[src/rtl/rng_range_sampler.sv]
// Draws a uniform value in [0, limit-1] from a free-running random word by
// masked rejection sampling, falling back to a modular fold after MAX_TRIES draws.
module rng_range_sampler #(
    parameter int RNG_BITS  = 11,
    parameter int OUT_W     = 4,
    parameter int MAX_TRIES = 8
) (
    input  logic                clk,
    input  logic                rst_n,
    input  logic [RNG_BITS-1:0] rng_data,
    input  logic                req,
    input  logic [OUT_W-1:0]    limit,
    output logic [OUT_W-1:0]    value,
    output logic                valid,
    input  logic                ack,
    output logic                busy,
    output logic                err,
    output logic                fallback,
    output logic [7:0]          tries
);

    typedef enum logic [1:0] {IDLE, DRAW, DONE} state_t;

    state_t           state_q, state_d;
    logic [OUT_W-1:0] lim_q, mask_q;
    logic [OUT_W-1:0] mask_d, m;
    logic [7:0]       tries_inc;
    logic             hit, give_up;

    // Smear the top set bit of (limit-1) downward: smallest 2^k-1 covering it.
    always_comb begin
        mask_d = limit - OUT_W'(1);
        for (int i = 1; i < OUT_W; i++)
            mask_d = mask_d | (mask_d >> i);
    end

    assign m         = rng_data[OUT_W-1:0] & mask_q;
    assign tries_inc = (tries >= 8'(MAX_TRIES)) ? tries : tries + 8'd1;
    assign hit       = (m < lim_q);
    assign give_up   = (tries_inc >= 8'(MAX_TRIES));

    always_ff @(posedge clk or negedge rst_n) begin
        if (!rst_n) state_q <= IDLE;
        else        state_q <= state_d;
    end

    always_comb begin
        state_d = state_q;
        case (state_q)
            IDLE: if (req) state_d = (limit == '0) ? DONE : DRAW;
            DRAW: if (hit || give_up) state_d = DONE;
            DONE: if (ack) state_d = IDLE;
            default: state_d = IDLE;
        endcase
    end

    always_ff @(posedge clk or negedge rst_n) begin
        if (!rst_n) begin
            value    <= '0;
            err      <= 1'b0;
            fallback <= 1'b0;
            tries    <= '0;
            lim_q    <= '0;
            mask_q   <= '0;
        end else begin
            case (state_q)
                IDLE: if (req) begin
                    lim_q    <= limit;
                    mask_q   <= mask_d;
                    tries    <= '0;
                    fallback <= 1'b0;
                    err      <= (limit == '0);
                    if (limit == '0) value <= '0;
                end
                DRAW: begin
                    tries <= tries_inc;
                    // Fold is safe: mask < 2*lim, so m - lim < lim.
                    if (hit) begin
                        value    <= m;
                        fallback <= 1'b0;
                    end else if (give_up) begin
                        value    <= m - lim_q;
                        fallback <= 1'b1;
                    end
                end
                default: ;
            endcase
        end
    end

    assign valid = (state_q == DONE);
    assign busy  = (state_q != IDLE);

endmodule

[config.mk]
export PLATFORM = sky130hd
export DESIGN_NAME = rng_range_sampler
export DESIGN_NICKNAME = d
export VERILOG_FILES = /design/src/rtl/rng_range_sampler.sv
export SDC_FILE = /design/constraint.sdc
export NUM_CORES = 1
export LEC_CHECK = 0
export ABC_AREA = 0
export CORE_UTILIZATION = 47
export DETAILED_ROUTE_END_ITERATION = 8
export GPL_ROUTABILITY_DRIVEN = 1
export PLACE_DENSITY_LB_ADDON = 0.2
export SLEW_MARGIN = 25
export SYNTH_ARGS = -nofsm -noshare
export SYNTH_HDL_FRONTEND = slang
export SYNTH_SLANG_ARGS = --single-unit
[constraint.sdc]
create_clock -name clk -period 2.7 [get_ports clk]
set_clock_uncertainty 0.05 [all_clocks]
set_input_delay 0.27 -clock clk [delete_from_list [all_inputs] [get_ports clk]]
set_output_delay 0.27 -clock clk [all_outputs]
set_load 0.1 [all_outputs]
==> results of run 1 <==
flip-flops by register name (all words and copies together) (netlist names):
name and flops:
mask_q 4, err 1, fallback 1, lim_q 4, state_q 2, tries 8
value 4
worst min-delay path by stage:
stage	start	end	slack, ns	cells after the start
CTS	rst_n	tries[2]$_DFFE_PN0P_	0.24	2
global route	rst_n	state_q[1]$_DFFE_PN0P_	0.28	2
detailed placement	err$_DFFE_PN0P_	err$_DFFE_PN0P_	0.42	2
finish	rst_n	tries[2]$_DFFE_PN0P_	0.23	2
global placement	err$_DFFE_PN0P_	err$_DFFE_PN0P_	0.41	2
floorplan	rst_n	err$_DFFE_PN0P_	-0.08	0
per-stage QoR:
step,util,hold WS (ns)
after floorplan,-,-0.07559
after global placement,0.6190,0.4140
after detailed placement,0.6190,0.4242
after CTS,0.6399,0.2391
after global routing,0.6399,0.2757
final,0.6399,0.2311
layout make-up:
| type | instances | share of cell area |
|---|---|---|
| multi-input cells | 93 | 0.3876 |
| flip-flops and latches | 24 | 0.3721 |
| repair buffers | 30 | 0.1566 |
| inverters | 12 | 0.02791 |
| well taps | 30 | 0.02326 |
| clock inverters | 1 | 0.01860 |
| clock buffers | 3 | 0.01395 |
layout by cell type, fill, tap and decap left out, types with 2 or more instances in the layout:
cell / count
inv_1: 12
and2_1: 6
clkbuf_4: 3
nor3b_1: 2
nand2_1: 19
nor2_1: 14
a22o_2: 4
xor2_1: 3
o21ai_0: 8
a21oi_1: 9
xnor2_1: 2
clkdlybuf4s50_1: 11
buf_4: 19
ha_1: 8
dfrtp_1: 24
cell families after synthesis:
family,after synthesis,share of synthesized area
DFF,24,0.4697
buffers and inverters,14,0.04110
adders and majority gates,9,0.09394
and+or+nand+nor,51,0.2123
AOI/OAI and AO/OA,26,0.1321
muxes,2,0.01663
xor gates and xnor gates,5,0.03425
power by group through the flow:
stage          Combinational (W)  Sequential, W  Clock, W
2_1_floorplan           0.000639       0.000876         0
3_3_place_gp             0.00120       0.000554         0
3_5_place_dp             0.00123       0.000560         0
4_1_cts                  0.00125       0.000552  0.000268
5_1_grt                  0.00134       0.000565  0.000282
6_report                 0.00124       0.000552  0.000265
routing by layer:
layer,wire (um),track usage
met1,1188,0.2619
met2,1241,0.3394
met3,97,0.02542
met4,22,0.05128
met5,0,0
worst register-to-register path, cell delays in order, from the launching register on:
cell,delay (ns)
dfrtp_1,0.41
nand2_1,0.07
ha_1,0.22
fa_1,0.41
nand2b_1,0.20
a21oi_2,0.27
mux2_2,0.38
a22o_2,0.22
==> flow_metrics.py, run 1 <==
metrics = {
    "synthesis": {
        "synth_top_area_frac": 0.4697,
        "synth_edf_count": 0,
        "ys_async_sr_fraction": 1.000,
        "synth_top_cell_by_area": "dfrtp_1",
        "syn_avg_cell_area_um2": 9.761,
        "synth_most_common_cell": "dfrtp_1",
        "yosysWarnings": 0,
        "synthDistinctLibCells": 31,
        "synth_fp_nets": 159,
        "yosys_register_bits": 24,
        "synthTopCellsByCount": "dfrtp_1 (24), nand2_1 (19), nor2_1 (14)",
        "ys_top_cells_by_area": "dfrtp_1 (47%), ha_1 (7.8%), nand2_1 (5.6%), nor2_1 (4.1%), a21oi_1 (3.5%)",
        "ys_dominant_reg_cell": "dfrtp_1",
        "syn_inst": 131,
        "ys_seq_area_frac": 0.4697,
        "synth_area_um2": 1279,
    },
    "setup_path": {
        "endpoint": "value[2]$_DFFE_PN0P_",
        "worst-setup-path-type": "input port to register",
        "crit_path_top_delay_cell": "clkdlybuf4s50_1",
        "reg2reg_depth": 7,
        "timing.rr.end": "value[2]$_DFFE_PN0P_",
        "ff2ff_setup_slack_ns": 0.37,
        "cp.arrival_ns": 2.54,
        "reg2reg_from": "mask_q[0]$_DFFE_PN0P_",
        "critical_path_cell_count": 8,
        "path_delay_family": "adder cells",
        "cp-start-kind": "input port",
        "end_kind": "register",
        "cp-startpoint": "rng_data[0]",
        "cp_max_fo": 4,
        "slowest_delay_ns": 0.50,
        "required_ns": 2.87,
        "critical_path.cell_chain": "clkdlybuf4s50_1 > nand2_1 > ha_1 > fa_1 > nand2b_1 > a21oi_2 > mux2_2 > a22o_2",
        "crit_buf_inv": 1,
    },
    "timing": {
        "fin_crit_sh": 0.8749,
        "finalHoldViolations": 0,
        "grt_setup_unrepaired": "false",
        "fin_ws_ns": 0.3377,
        "max_freq_mhz": 423.3,
        "setup-violations-final": 0,
        "period_needed_ns": 2.362,
        "tightest_slew_ns": 0.4167,
        "fin_setup_tns_ns": 0,
        "slew_headroom": 0.7222,
        "drv_slew": 0,
    },
    "placed_design": {
        "post-place-ws_ns": 0.004530,
        "gp_congestion": 0.8419,
        "place_area_um2": 1562,
        "place_inst": 189,
        "place.port_buffers": 27,
        "dp_hpwl_mm": 1.911,
    },
    "grt": {
        "grt_max_degree": 25,
        "track_usage": 0.1986,
        "overflow": 0,
        "grt_pass1_vias": 917,
        "grt_pass1_wl_mm": 4.153,
        "antenna_found_initial": 0,
    },
    "clocking": {
        "hold_buffers": 0,
        "postCtsSetupRepairBufs": 0,
        "path_clk_slew_ns": 0.14,
        "post_cts_resized": 0,
        "max-clock-path-buffers": 2,
        "clockRootBuffer": "clkbuf_4",
        "htreeDepth": 1,
        "clock-sinks": 24,
        "cts_tree": "built",
        "clk-insertion-delay-late_ns": 0.32,
        "cts_buffers": 3,
    },
    "route": {
        "final_antenna_net_count": 0,
        "vias_per_cell": 5.150,
        "vias": 994,
        "drtPass1Iterations": 4,
        "post_drt_wl_per_cell_um": 13.21,
        "drt_wl_total_mm": 2.549,
        "drt_iter0_markers": 6,
        "drc": 0,
    },
    "die": {
        "row_count": 18,
        "die-area_um2": 2933,
        "ios": 35,
        "die_h_um": 54.16,
        "die_w_um": 54.16,
        "core-area_um2": 2522,
        "start_util": 0.5069,
    },
    "power_and_ir_drop": {
        "ir_drop_v": 0.0008534,
        "p_int_w": 0.001021,
        "p_leak_nw": 0.7904,
        "sequentialPowerShare": 0.268,
        "switching_share": 0.5047,
        "p_per_area_nw_per_um2": 1277,
        "clockPowerShare": 0.128,
        "p_total_w": 0.002061,
        "combinationalPowerShare": 0.604,
        "power.switching_w": 0.001040,
    },
    "finish": {
        "final_cells": 193,
        "multi_input_area_um2": 625.6,
        "fin_nets": 192,
        "ff_latch_area_um2": 600.6,
        "post-route-cell-area_um2": 1614,
        "fillers": 224,
        "diodes": 0,
        "drive_above_1_share": 0.2025,
        "area_delta_synth_final_pct": 26.22,
    },
    "outcome": {
        "status": "completed",
    },
    "flow_run": {
        "maxCapViolCount": 0,
    },
    "hold_path": {
        "hold_class": "input port to asynchronous set/reset pin",
    },
}
Note: power is estimated with default switching activity, not from simulation.
==> inputs of run 2 (changes only) <==
SLEW_MARGIN = unset   (was 25)
==> results of run 2 <==
The final DEF is identical to that of run 1; final timing and power are the same.
==> inputs of run 3 (changes only) <==
CORE_UTILIZATION = 43   (was 47)
clock period = 1.9 ns   (was 2.7 ns; I/O delays follow)
==> run 3 against run 2 <==
Net effect:
- the flow now finishes with violations (setup timing)
- power rose by 58%
- clock power fell by 8.7%
- setup slack got worse by 0.51 ns
- core utilization rose by 3.6 points
- flip-flop and latch count did not move
- count of clock-buffer cells in the layout rose by 1
- final cell count rose by 15%
- highest routed layer unchanged
==> flow_metrics.py, run 3 (synthesis results as in run 1) <==
metrics = {
    "timing": {
        "fin_setup_tns_ns": -0.8982,
        "fin_crit_sh": 1.090,
        "grt_setup_unrepaired": "true",
        "drv_slew": 0,
        "finalHoldViolations": 0,
        "setup-violations-final": 6,
        "slew_headroom": 0.7257,
        "tightest_slew_ns": 0.4115,
        "whs_ns": 0.1528,
        "fin_ws_ns": -0.1712,
        "period_needed_ns": 2.071,
        "max_freq_mhz": 482.8,
    },
    "placed_design": {
        "place_inst": 215,
        "gp_congestion": 0.8447,
        "dp_hpwl_mm": 2.255,
        "place.port_buffers": 27,
    },
    "finish": {
        "finish.utilization": 0.6757,
        "top_register": "tries",
        "fin_nets": 220,
        "largest_reg_flops": 8,
        "diodes": 0,
        "drive_above_1_share": 0.3613,
        "final_cells": 222,
        "area_delta_synth_final_pct": 46.97,
        "mostFrequentLayoutCell": "buf_4",
        "layout.cells.most_common_list": "buf_4 (45), dfrtp_1 (22), nand2_1 (16)",
    },
    "clocking": {
        "max-clock-path-buffers": 2,
        "clk-insertion-delay-late_ns": 0.32,
        "clock-sinks": 24,
        "path_clk_slew_ns": 0.14,
        "cts_buffers": 3,
        "htreeDepth": 1,
        "cts_tree": "built",
        "clockRootBuffer": "clkbuf_4",
        "hold_buffers": 0,
    },
    "grt": {
        "antenna_found_initial": 0,
        "track_usage": 0.2046,
        "grt_max_degree": 25,
        "overflow": 0,
        "grt_pass1_vias": 1136,
        "grt_pass1_wl_mm": 5.112,
    },
    "setup_path": {
        "cp-start-kind": "register",
        "worst-setup-path-type": "register to register",
        "path_delay_family": "simple AND/OR/NAND/NOR gates",
        "crit_path_top_delay_cell": "dfrtp_1",
        "cp.arrival_ns": 2.25,
        "crit_buf_inv": 0,
        "slowest_delay_ns": 0.40,
        "end_kind": "register",
        "critical_path.cell_chain": "nand2_2 > ha_4 > fa_2 > nand2b_4 > a21oi_4 > nand3_2 > and3b_4 > a22o_2",
        "cp_max_fo": 5,
        "required_ns": 2.08,
    },
    "hold_path": {
        "hold_class": "input port to asynchronous set/reset pin",
    },
    "power_and_ir_drop": {
        "ir_drop_v": 0.001779,
        "p_leak_nw": 0.9314,
        "p_total_w": 0.003249,
        "p_per_area_nw_per_um2": 1729,
    },
    "route": {
        "drtPass1Iterations": 5,
        "drt_iter0_markers": 40,
        "post_drt_wl_per_cell_um": 13.66,
        "drt_wl_total_mm": 3.033,
        "vias_per_cell": 5.108,
        "final_antenna_net_count": 0,
        "vias": 1134,
        "drc": 0,
    },
    "die": {
        "die-area_um2": 3196,
        "ios": 35,
        "die_h_um": 56.53,
        "start_util": 0.4597,
        "row_count": 19,
        "die_w_um": 56.53,
        "core-area_um2": 2781,
    },
    "flow_run": {
        "maxCapViolCount": 0,
    },
    "outcome": {
        "status": "finished, violations left",
        "violations": "setup timing",
    },
}
==> run 3: final cells by class <==
type | count | area, um2
repair buffers | 58 | 488.0
well taps | 31 | 38.79
flip-flops and latches | 24 | 605.6
multi-input cells | 93 | 675.6
fillers | 226 | 902.1
clock buffers | 4 | 26.28
inverters | 12 | 45.04
==> run 3: worst paths after layout <==
kind,slack [ns],endpoint,startpoint,cells past startpoint
max,-0.17,value[2]$_DFFE_PN0P_,mask_q[0]$_DFFE_PN0P_,8
min,0.15,tries[6]$_DFFE_PN0P_,rst_n,2
max reg2reg,-0.17,value[2]$_DFFE_PN0P_,mask_q[0]$_DFFE_PN0P_,8
min reg2reg,0.45,mask_q[3]$_DFFE_PN0P_,mask_q[3]$_DFFE_PN0P_,2
max in group asynchronous,1.39,tries[6]$_DFFE_PN0P_,rst_n,2
min in group clk,0.36,state_q[1]$_DFFE_PN0P_,ack,2
==> run 3: power by group <==
group          leakage, nW  switching, W  internal, W
clock network       0.0150      0.000160    0.0000822
logic                0.617       0.00133     0.000893
registers            0.300      0.000115     0.000669
==> run 3: timing repair <==
item / CTS / global route
pin swaps: 2 / 5
endpoints found under the setup margin: 7 / 8
endpoints found under the hold margin: 0 / 0
setup buffers: 0 / 3
resized for setup: 6 / 5
cloned: 0 / 0
==> run 3: metrics by stage <==
step                      cell area [um2]  setup WS, ns
after floorplan                      1291       -0.2612
after global placement               1788       -0.5136
after detailed placement             1788       -0.5851
after CTS                            1838       -0.1589
after global routing                 1879       -0.2168
final                                1879       -0.1712
==> run 3: routing by layer <==
| metal | part of all wire | global-route usage | wire length [um] | vias to the layer above |
|---|---|---|---|---|
| li1 | - | - | - | 562 |
| met1 | 0.46 | 0.2658 | 1398 | 543 |
| met2 | 0.50 | 0.3513 | 1508 | 25 |
| met3 | 0.031 | 0.02074 | 93 | 4 |
| met4 | 0.011 | 0.07666 | 33 | 0 |
| met5 | 0 | 0 | 0 | - |
==> run 3: worst reg2reg max path: stages (launching register included) <==
cell and delay (ns):
dfrtp_1 0.40, nand2_2 0.08, ha_4 0.16, fa_2 0.37
nand2b_4 0.17, a21oi_4 0.21, nand3_2 0.11, and3b_4 0.21
a22o_2 0.22
